==> src/rtl/fmq_pkg.sv <==
// Shared constants, parser state encoding and reset offset formula for offset_loader.
package fmq_pkg;

    localparam logic [7:0] SYNC_BYTE  = 8'hA5;
    localparam logic [7:0] ACK_BYTE   = 8'h06;
    localparam logic [7:0] NAK_BYTE   = 8'h15;
    localparam logic [7:0] CMD_WRITE  = 8'h01;
    localparam logic [7:0] CMD_COMMIT = 8'h02;
    localparam logic [7:0] CMD_READ   = 8'h03;

    typedef enum logic [3:0] {
        ST_HUNT,
        ST_GET_CMD,
        ST_GET_CH,
        ST_GET_B2,
        ST_GET_B1,
        ST_GET_B0,
        ST_GET_CHK,
        ST_EXEC,
        ST_RESP
    } parse_state_e;

    function automatic int default_offset(input int slot);
        return slot * 10;
    endfunction

endpackage

==> src/rtl/offset_resp_tx.sv <==
// Response serialiser: loads up to 4 bytes (first byte in the MSBs) and presents them
// one at a time on a valid/ready stream; done pulses on the last handshake.
module offset_resp_tx #(
    parameter int DATA_WIDTH = 8
) (
    input  logic                    clk,
    input  logic                    rst,
    input  logic                    load,
    input  logic [4*DATA_WIDTH-1:0] load_bytes,
    input  logic [2:0]              load_count,
    output logic [DATA_WIDTH-1:0]   tx_data,
    output logic                    tx_valid,
    input  logic                    tx_ready,
    output logic                    done
);

    localparam int BUF_W = 4 * DATA_WIDTH;

    logic [BUF_W-1:0]      shift_q, shift_d;
    logic [2:0]            left_q, left_d;
    logic                  tx_valid_q, tx_valid_d;
    logic [DATA_WIDTH-1:0] tx_data_q, tx_data_d;
    logic                  handshake;

    assign handshake = tx_valid_q && tx_ready;
    assign done      = handshake && (left_q == 3'd1);
    assign tx_valid  = tx_valid_q;
    assign tx_data   = tx_data_q;

    always_comb begin
        shift_d    = shift_q;
        left_d     = left_q;
        tx_valid_d = tx_valid_q;
        tx_data_d  = tx_data_q;
        if (load) begin
            tx_data_d  = load_bytes[BUF_W-1 -: DATA_WIDTH];
            shift_d    = load_bytes << DATA_WIDTH;
            left_d     = load_count;
            tx_valid_d = (load_count != 3'd0);
        end else if (handshake) begin
            if (left_q > 3'd1) begin
                tx_data_d = shift_q[BUF_W-1 -: DATA_WIDTH];
                shift_d   = shift_q << DATA_WIDTH;
                left_d    = left_q - 3'd1;
            end else begin
                left_d     = 3'd0;
                tx_valid_d = 1'b0;
            end
        end
    end

    always_ff @(posedge clk or negedge rst) begin
        if (!rst) begin
            shift_q    <= '0;
            left_q     <= 3'd0;
            tx_valid_q <= 1'b0;
            tx_data_q  <= '0;
        end else begin
            shift_q    <= shift_d;
            left_q     <= left_d;
            tx_valid_q <= tx_valid_d;
            tx_data_q  <= tx_data_d;
        end
    end

endmodule

==> src/rtl/offset_loader.sv <==
// UART frame parser driving a shadow/active phase-offset bank and the reload line.
// Optional inter-byte timeout is enabled by defining OFFSET_LOADER_TIMEOUT_EN.
module offset_loader
    import fmq_pkg::*;
#(
    parameter int OUTPUTS      = 16,
    parameter int DATA_WIDTH   = 8,
    parameter int OFFSET_WIDTH = 24,
    parameter int MAX_OFFSET   = 1249,
    parameter int TIMEOUT      = 500000
) (
    input  logic                            clk,
    input  logic                            rst,
    input  logic [DATA_WIDTH-1:0]           rx_data,
    input  logic                            rx_valid,
    output logic                            rx_ready,
    output logic [DATA_WIDTH-1:0]           tx_data,
    output logic                            tx_valid,
    input  logic                            tx_ready,
    output logic [OFFSET_WIDTH*OUTPUTS-1:0] offsets,
    output logic                            reload
);

    localparam int SLOT_W = (OUTPUTS > 1) ? $clog2(OUTPUTS) : 1;

    parse_state_e          state_q, state_d;
    logic [DATA_WIDTH-1:0] cmd_q, cmd_d, ch_q, ch_d, xor_q, xor_d, chk_q, chk_d;
    logic [OFFSET_WIDTH-1:0] off_q, off_d;
    logic [OFFSET_WIDTH-1:0] shadow_q [OUTPUTS];
    logic [OFFSET_WIDTH-1:0] shadow_d [OUTPUTS];
    logic [OFFSET_WIDTH-1:0] active_q [OUTPUTS];
    logic [OFFSET_WIDTH-1:0] active_d [OUTPUTS];
    logic                  reload_q, reload_d;
    logic                  rx_ready_q, rx_ready_d;

    logic                    rx_fire, cmd_known, frame_bad, timeout_hit;
    logic [SLOT_W-1:0]       slot;
    logic                    resp_load, resp_done;
    logic [4*DATA_WIDTH-1:0] resp_bytes;
    logic [2:0]              resp_count;

    assign rx_fire   = rx_valid && rx_ready_q;
    assign rx_ready  = rx_ready_q;
    assign reload    = reload_q;
    assign slot      = ch_q[SLOT_W-1:0];
    assign cmd_known = cmd_q inside {CMD_WRITE, CMD_COMMIT, CMD_READ};
    // All NAK causes collapse into one flag since they share a single reply.
    assign frame_bad = (xor_q != chk_q) || !cmd_known
                    || (cmd_q != CMD_COMMIT && int'(ch_q) >= OUTPUTS)
                    || (cmd_q == CMD_WRITE && int'(off_q) > MAX_OFFSET);

`ifdef OFFSET_LOADER_TIMEOUT_EN
    localparam int TO_W = $clog2(TIMEOUT + 1);

    logic [TO_W-1:0] to_cnt_q, to_cnt_d;
    logic            in_get;

    assign in_get      = state_q inside {ST_GET_CMD, ST_GET_CH, ST_GET_B2, ST_GET_B1,
                                         ST_GET_B0, ST_GET_CHK};
    assign timeout_hit = in_get && !rx_fire && (to_cnt_q == TO_W'(TIMEOUT - 1));

    always_comb begin
        to_cnt_d = '0;
        if (in_get && !rx_fire) to_cnt_d = to_cnt_q + 1'b1;
    end

    always_ff @(posedge clk or negedge rst) begin
        if (!rst) to_cnt_q <= '0;
        else      to_cnt_q <= to_cnt_d;
    end
`else
    assign timeout_hit = 1'b0;
`endif

    always_comb begin
        // NOTE: every variable gets its hold value first so no branch can infer a latch.
        state_d    = state_q;
        cmd_d      = cmd_q;
        ch_d       = ch_q;
        off_d      = off_q;
        xor_d      = xor_q;
        chk_d      = chk_q;
        shadow_d   = shadow_q;
        active_d   = active_q;
        reload_d   = 1'b1;
        resp_load  = 1'b0;
        resp_bytes = {NAK_BYTE, {OFFSET_WIDTH{1'b0}}};
        resp_count = 3'd1;

        case (state_q)
            ST_HUNT: begin
                if (rx_fire && rx_data == SYNC_BYTE) begin
                    xor_d   = '0;
                    state_d = ST_GET_CMD;
                end
            end
            ST_GET_CMD: begin
                if (rx_fire) begin
                    cmd_d   = rx_data;
                    xor_d   = xor_q ^ rx_data;
                    state_d = ST_GET_CH;
                end
            end
            ST_GET_CH: begin
                if (rx_fire) begin
                    ch_d    = rx_data;
                    xor_d   = xor_q ^ rx_data;
                    state_d = ST_GET_B2;
                end
            end
            ST_GET_B2, ST_GET_B1, ST_GET_B0: begin
                if (rx_fire) begin
                    off_d   = {off_q[OFFSET_WIDTH-DATA_WIDTH-1:0], rx_data};
                    xor_d   = xor_q ^ rx_data;
                    state_d = (state_q == ST_GET_B2) ? ST_GET_B1 :
                              (state_q == ST_GET_B1) ? ST_GET_B0 : ST_GET_CHK;
                end
            end
            ST_GET_CHK: begin
                if (rx_fire) begin
                    chk_d   = rx_data;
                    state_d = ST_EXEC;
                end
            end
            ST_EXEC: begin
                resp_load = 1'b1;
                state_d   = ST_RESP;
                if (!frame_bad) begin
                    resp_bytes = {ACK_BYTE, {OFFSET_WIDTH{1'b0}}};
                    case (cmd_q)
                        CMD_WRITE:  shadow_d[slot] = off_q;
                        CMD_COMMIT: begin
                            active_d = shadow_q;
                            reload_d = 1'b0;
                        end
                        default: begin
                            resp_bytes = {ACK_BYTE, shadow_q[slot]};
                            resp_count = 3'd4;
                        end
                    endcase
                end
            end
            ST_RESP: begin
                if (resp_done) state_d = ST_HUNT;
            end
            default: state_d = ST_HUNT;
        endcase

        if (timeout_hit) state_d = ST_HUNT;
        rx_ready_d = !(state_d inside {ST_EXEC, ST_RESP});
    end

    always_comb begin
        offsets = '0;
        for (int i = 0; i < OUTPUTS; i++) offsets[OFFSET_WIDTH*i +: OFFSET_WIDTH] = active_q[i];
    end

    // NOTE: the offset banks are small flop arrays with defined power-up contents, so they are reset like any other state.
    always_ff @(posedge clk or negedge rst) begin
        if (!rst) begin
            state_q    <= ST_HUNT;
            cmd_q      <= '0;
            ch_q       <= '0;
            off_q      <= '0;
            xor_q      <= '0;
            chk_q      <= '0;
            reload_q   <= 1'b0;
            rx_ready_q <= 1'b0;
            for (int i = 0; i < OUTPUTS; i++) begin
                shadow_q[i] <= OFFSET_WIDTH'(default_offset(i));
                active_q[i] <= OFFSET_WIDTH'(default_offset(i));
            end
        end else begin
            // NOTE: non-blocking updates keep every flop sampling pre-edge values.
            state_q    <= state_d;
            cmd_q      <= cmd_d;
            ch_q       <= ch_d;
            off_q      <= off_d;
            xor_q      <= xor_d;
            chk_q      <= chk_d;
            reload_q   <= reload_d;
            rx_ready_q <= rx_ready_d;
            shadow_q   <= shadow_d;
            active_q   <= active_d;
        end
    end

    offset_resp_tx #(
        .DATA_WIDTH(DATA_WIDTH)
    ) u_resp_tx (
        .clk       (clk),
        .rst       (rst),
        .load      (resp_load),
        .load_bytes(resp_bytes),
        .load_count(resp_count),
        .tx_data   (tx_data),
        .tx_valid  (tx_valid),
        .tx_ready  (tx_ready),
        .done      (resp_done)
    );

endmodule

==> config.mk <==
export PLATFORM = sky130hd
export DESIGN_NAME = offset_loader
export DESIGN_NICKNAME = d
export VERILOG_FILES = /design/src/rtl/fmq_pkg.sv /design/src/rtl/offset_resp_tx.sv /design/src/rtl/offset_loader.sv
export SDC_FILE = /design/constraint.sdc
export NUM_CORES = 1
export LEC_CHECK = 0
export BUFFER_PORTS_ARGS = -buffer_cell sky130_fd_sc_hd__buf_2
export CAP_MARGIN = 15
export CORE_AREA = 5 5 285 287
export DETAILED_ROUTE_END_ITERATION = 12
export DIE_AREA = 0 0 290 292
export GPL_ROUTABILITY_DRIVEN = 0
export PLACE_DENSITY = 0.63
export SYNTH_ARGS = -nofsm -noshare
export SYNTH_HDL_FRONTEND = slang
export SYNTH_SLANG_ARGS = --single-unit
==> constraint.sdc <==
create_clock -name clk -period 6.51 [get_ports clk]
set_input_delay 0 -clock clk [delete_from_list [all_inputs] [get_ports clk]]
set_output_delay 0 -clock clk [all_outputs]
set_load 0.02 [all_outputs]
==> impl_metrics.py, run 1 <==
metrics = {
    "global_route": {
        "overflow": 0,
        "grtUsageTotal": 0.224,
        "top_usage_layer": "met2",
        "grtUsageMet3": 0.0447,
        "antenna_found_initial": 1,
        "met2_usage": 0.380,
        "grt_pass1_wl_um": 145000,
        "grt_pass1_vias": 21600,
        "grt_start_max_net_pins": 172,
        "gr-usage-met1": 0.301,
    },
    "routing": {
        "dr.pass1.iters": 5,
        "wl_um": 96200,
        "drt-initial-drc-count": 1231,
        "routed_via_density": 5.42,
        "ant_nets": 0,
        "wl_per_cell_um": 25.6,
        "vias": 20400,
        "route.detailed.drc": 0,
    },
    "cts": {
        "cts_resized": 0,
        "clk_path_buf_depth": 3,
        "cts.sinks": 866,
        "h-tree-depth": 3,
        "cts_made_buffers": 91,
        "hold_buffers": 11,
        "cts_tree": "built",
        "path_clk_slew_ps": 60,
        "postCtsSetupBuffers": 0,
        "insertion_delay_ps": 640,
        "cts_root_buf": "clkbuf_16",
    },
    "floorplanning": {
        "start_util": 0.445,
        "die_w_um": 290,
        "fp.dieArea_mm2": 0.0847,
        "rows": 103,
        "core_mm2": 0.0784,
        "boundaryPins": 407,
        "dieHeight_um": 292,
    },
    "worst_setup_path": {
        "end_kind": "flip-flop",
        "cp_data_arrival_time_ps": 4510,
        "path_cells": "and4b_1 > nand4_1 > nor4b_4 > buf_4 > nand3_4 > buf_4 > buf_4 > mux2_2",
        "cpMaxStageDelayCell": "and4b_1",
        "critPathMaxStageDelay_ps": 800,
        "cp_common_cell": "buf_4",
        "startpoint_type": "flip-flop",
        "worstPathRequired_ps": 7020,
        "critPathMaxFanout": 85,
        "r2r_cells": 8,
        "critPathKind": "reg2reg",
    },
    "placement": {
        "hpwlAfterDp_um": 64500,
        "placed_cell_area_mm2": 0.0379,
        "io_buffer_count": 406,
        "dp.cells": 3577,
    },
    "synthesis": {
        "ys_ff_latch": 866,
        "ys.flop_type": "dfrtp_1",
        "synth_cell_types": 45,
        "synth_edf_count": 0,
        "synth_fp_nets": 2251,
        "postSynth.asyncResetShare": 1.00,
        "synth-seq-area-share": 0.625,
        "synthCells": 2237,
        "yosys_warnings": 0,
        "syn_area_mm2": 0.0348,
        "syn_avg_cell_area_um2": 15.6,
    },
    "timing": {
        "tightest_slew_ps": 1150,
        "slew_headroom": 0.230,
        "hold_viol": 10,
        "fin_crit_ps": 4000,
        "rsz0062_at_grt": "no",
        "hold_ws_ps": -26.5,
        "finalSetupViolCount": 0,
        "max_clock_freq_mhz": 250,
        "post-route-period-util": 0.615,
        "finClkSkew_ps": 19.5,
        "slew_viol_final": 0,
        "tns_ps": 0,
    },
    "pwr": {
        "internal_power_mw": 9.49,
        "vdd_ir_drop_max_mv": 0.287,
        "combPwrFrac": 0.136,
        "clock_power_share": 0.403,
        "power_density_mw_per_mm2": 321,
        "p_seq_frac": 0.461,
        "switching_share": 0.281,
        "power_switching_mw": 3.71,
        "cellLeakagePower_nw": 21.1,
    },
    "status": {
        "violations": "negative hold slack",
        "status": "finished with violations",
    },
    "finish": {
        "final_cells": 3764,
        "utilization": 0.524,
        "fin_area_mm2": 0.0411,
        "final_common_cell": "dfrtp_1",
        "area_growth_pct": 17.9,
        "nets": 2648,
        "layout_common_cells": "770 x dfrtp_1, 612 x mux2_2, 405 x buf_2, 212 x and2_1, 96 x mux4_2",
        "drive_gt1_frac": 0.521,
    },
    "worst_hold_path": {
        "hp-class": "in2async",
    },
    "job": {
        "drv_cap": 0,
    },
}
[state kept, by name, summed over array words and instances, names as in the netlist]
register,flops
u_resp_tx.shift_q,24
offsets,384
ch_q,8
shadow_q,384
chk_q,8
reload,1
state_q,4
xor_q,8
rx_ready,1
cmd_q,8
u_resp_tx.left_q,3
off_q,24
u_resp_tx.tx_data,8
u_resp_tx.tx_valid,1
[cell families (layout without fill, tap and decap cells)]
family,count (synthesis),in the layout,share of synthesized area
XOR/XNOR,8,8,0.00201
flip-flops,866,866,0.625
multiplexers,721,721,0.264
AND/OR/NAND/NOR,383,383,0.0655
buffers and inverters,150,625,0.0204
other,0,2,0
adder cells (fa/ha/maj),2,2,0.000718
AO/OA/AOI/OAI,107,107,0.0224
[synthesized netlist by cell type, types with 4 or more instances]
master | number | area, um2
buf_1 | 18 | 67.6
nor4_1 | 16 | 100
nand4_1 | 6 | 37.5
a22oi_1 | 17 | 128
buf_6 | 10 | 113
nand2b_1 | 5 | 31.3
a21oi_1 | 11 | 55.1
a22o_1 | 34 | 298
mux2_2 | 612 | 6890
nor3_1 | 13 | 65.1
mux4_2 | 96 | 2160
o22ai_1 | 16 | 100
nor2_1 | 39 | 146
nand3_1 | 10 | 50.1
xnor2_1 | 5 | 43.8
nand2_1 | 53 | 199
a32o_1 | 9 | 90.1
dfrtp_1 | 772 | 19300
nand3_4 | 9 | 158
clkbuf_1 | 63 | 236
nor2b_1 | 8 | 50.1
inv_1 | 4 | 15.0
and2_1 | 212 | 1330
o21ai_0 | 14 | 70.1
dfstp_2 | 94 | 2470
buf_2 | 53 | 265
mux2i_1 | 12 | 120
[worst max-delay path, delay by kind of cell (launching register included)]
kind          cells  cell delay (ps)
mux               1              430
buf+inv           3             1370
flops             1              490
simple gates      4             1510
[through the flow]
| step | hold slack [ps] | setup slack [ps] | total power, mW |
|---|---|---|---|
| 3_5_place_dp | 101 | 2540 | 7.98 |
| 4_1_cts | 3.26 | 2520 | 13.3 |
| 5_1_grt | 53.4 | 2310 | 13.7 |
| 3_3_place_gp | 73.3 | 2630 | 7.91 |
| 2_1_floorplan | -296 | 4080 | 7.17 |
| 6_report | -26.5 | 2510 | 13.2 |
[final timing paths]
| kind | from | to | slack (ps) |
|---|---|---|---|
| worst max-delay path | state_q[3]$_DFF_PN0_ | offsets[6]$_DFFE_PN0P_ | 2510 |
| worst min-delay path | rst | offsets[274]$_DFFE_PN0P_ | -30 |
| worst max register to register | state_q[3]$_DFF_PN0_ | offsets[6]$_DFFE_PN0P_ | 2510 |
| worst min register to register | offsets[241]$_DFFE_PN0P_ | offsets[241]$_DFFE_PN0P_ | 500 |
| max in group asynchronous | rst | shadow_q[263]$_DFFE_PN0P_ | 4900 |
| min in group clk | rx_data[0] | off_q[0]$_DFFE_PN0P_ | 290 |
[power by group through the flow]
stage               clock network, mW  registers (mW)  logic [mW]
floorplan                           0            5.91        1.26
detailed placement                  0            6.17        1.81
global placement                    0            6.15        1.76
finish                           5.32            6.08        1.80
CTS                              5.44            6.08        1.82
global route                     5.68            6.12        1.94
[per-layer routing]
metal	wire length (um)	part of all wire
met5	0	0
met4	2100	0.022
met3	5190	0.054
met2	48200	0.50
met1	40700	0.42
[cell type report]
class | instances | area (um2)
Antenna cell | 2 | 5.00
Clock buffer | 128 | 2570
Clock inverter | 43 | 520
Fill cell | 6654 | 37300
Inverter | 4 | 15.0
Multi-Input combinational cell | 1221 | 12400
Sequential cell | 866 | 21800
Tap cell | 1050 | 1310
Timing Repair Buffer | 450 | 2490
Power figures use the tool's default switching activity.
==> inputs of run 2 (changes only) <==
==> constraint.sdc (replaced) <==
create_clock -name clk -period 3.9 [get_ports clk]
set_input_delay 0 -clock clk [delete_from_list [all_inputs] [get_ports clk]]
set_output_delay 0 -clock clk [all_outputs]
set_load 0.02 [all_outputs]
==> impl_metrics.py, run 2 (same netlist as run 1, synthesis figures left out) <==
metrics = {
    "worst_setup_path": {
        "critPathLaunch": "off_q[10]$_DFFE_PN0P_",
        "r2r_cells": 7,
        "cp_data_arrival_time_ps": 3600,
        "cpMaxStageDelayCell": "dfrtp_1",
        "critPathMaxStageDelay_ps": 1090,
        "crit_cells": 7,
        "r2r-end": "shadow_q[293]$_DFFE_PN0P_",
        "startpoint_type": "flip-flop",
        "critPathMaxFanout": 24,
        "path_cells": "nand4_1 > nor3_1 > buf_4 > nor4_1 > nand3_1 > buf_4 > mux2_2",
        "critPathKind": "reg2reg",
        "crit_path_end": "shadow_q[293]$_DFFE_PN0P_",
        "r2r_setup_slack_ps": 810,
        "worstPathRequired_ps": 4410,
        "r2r_start": "off_q[10]$_DFFE_PN0P_",
        "critPathBufInv": 2,
        "crit_family": "flip-flops",
        "cp_common_cell": "buf_4",
        "end_kind": "flip-flop",
    },
    "timing": {
        "post-route-period-util": 0.793,
        "hold_ws_ps": 47.7,
        "tns_ps": 0,
        "max_clock_freq_mhz": 323,
        "tightest_slew_ps": 1130,
        "hold_viol": 0,
        "fin_crit_ps": 3090,
        "rsz0062_at_grt": "no",
        "slew_viol_final": 0,
        "finalSetupViolCount": 0,
        "finClkSkew_ps": 18.8,
        "slew_headroom": 0.244,
    },
    "global_route": {
        "grt_pass1_wl_um": 144000,
        "grt_pass1_vias": 21600,
        "grt_start_max_net_pins": 179,
        "overflow": 0,
        "grtUsageTotal": 0.222,
        "antenna_found_initial": 1,
    },
    "pwr": {
        "power_density_mw_per_mm2": 534,
        "vdd_ir_drop_max_mv": 0.338,
        "finalPower_mw": 22.1,
        "cellLeakagePower_nw": 21.2,
    },
    "worst_hold_path": {
        "hp-class": "in2async",
    },
    "routing": {
        "vias": 20300,
        "routed_via_density": 5.38,
        "wl_um": 95300,
        "wl_per_cell_um": 25.2,
        "ant_nets": 0,
        "route.detailed.drc": 0,
        "dr.pass1.iters": 5,
        "drt-initial-drc-count": 1285,
    },
    "placement": {
        "hpwlAfterDp_um": 65500,
        "placed_cell_area_mm2": 0.0381,
        "io_buffer_count": 406,
    },
    "finish": {
        "layout_common_cells": "770 x dfrtp_1, 612 x mux2_2, 405 x buf_2, 212 x and2_1, 96 x mux4_2",
        "area_growth_pct": 18.6,
        "drive_gt1_frac": 0.523,
        "final_common_cell": "dfrtp_1",
        "nets": 2666,
        "utilization": 0.527,
        "fin_area_mm2": 0.0413,
    },
    "cts": {
        "cts_resized": 0,
        "path_clk_slew_ps": 60,
        "cts_made_buffers": 91,
        "h-tree-depth": 3,
        "cts_tree": "built",
        "cts_root_buf": "clkbuf_16",
        "clk_path_buf_depth": 3,
        "insertion_delay_ps": 630,
        "cts.sinks": 866,
    },
    "floorplanning": {
        "dieHeight_um": 292,
        "core_mm2": 0.0784,
        "die_w_um": 290,
        "rows": 103,
        "boundaryPins": 407,
        "fp.dieArea_mm2": 0.0847,
        "start_util": 0.445,
    },
    "status": {
        "status": "finished clean",
    },
    "job": {
        "drv_cap": 0,
    },
}
## run 2: changes by cell type in the layout (fill, tap and decap cells not counted), sizes merged
cell      change
buf          +18
bufinv        -3
clkbuf       +12
clkinv        -8
clkinvlp      -1
diode         -1
## run 2: worst min-delay path by stage
stage                     slack (ps)  from                       end
after floorplan                 -300   rst       ch_q[0]$_DFFE_PN0P_
after global placement           110   rst  offsets[206]$_DFFE_PN0P_
after detailed placement         110   rst  offsets[230]$_DFFE_PN0P_
after CTS                         50   rst  offsets[230]$_DFFE_PN0P_
after global routing             140   rst  offsets[206]$_DFFE_PN0P_
final                             50   rst  offsets[206]$_DFFE_PN0P_
## run 2: where the power goes
group          switching (mW)  total (mW)  internal (mW)  leakage, nW
Sequential              0.633        10.1           9.44         11.6
Clock                    3.57        8.88           5.32         1.53
Combinational            1.91        3.11           1.20         8.05
Total                    6.11        22.1           15.9         21.2
## run 2: worst register-to-register path: stages, from the launching register on
cell,delay (ps)
dfrtp_1,1090
nand4_1,320
nor3_1,300
buf_4,250
nor4_1,90
nand3_1,120
buf_4,380
mux2_2,430
## run 2: per-stage QoR
stage,std cells,worst slack [ps]
floorplan,2237,1470
global placement,3597,801
detailed placement,3597,766
CTS,3779,764
global route,3780,612
finish,3781,806
## run 2: metal layers
layer	global-route usage	vias up	routed length, um
li1	-	8851	-
met1	0.295	10900	40300
met2	0.375	496	47600
met3	0.0492	131	4960
met4	0.0582	0	2410
met5	0	-	0
## run 2: what timing repair did
item                                    in CTS  in global routing
hold endpoints to repair                   140                  0
hold buffers                                11                  0
endpoints found under the setup margin       0                  0
setup buffers                                0                  0
## run 2: final cells by class
cell class	instances	area [um2]
clock buffer	140	2740
inverter	4	15.0
sequential	866	21800
timing repair buffer	468	2690
tap	1050	1310
clock inverter	31	384
multi-input combinational	1221	12400
antenna	1	2.50
fill	6625	37000
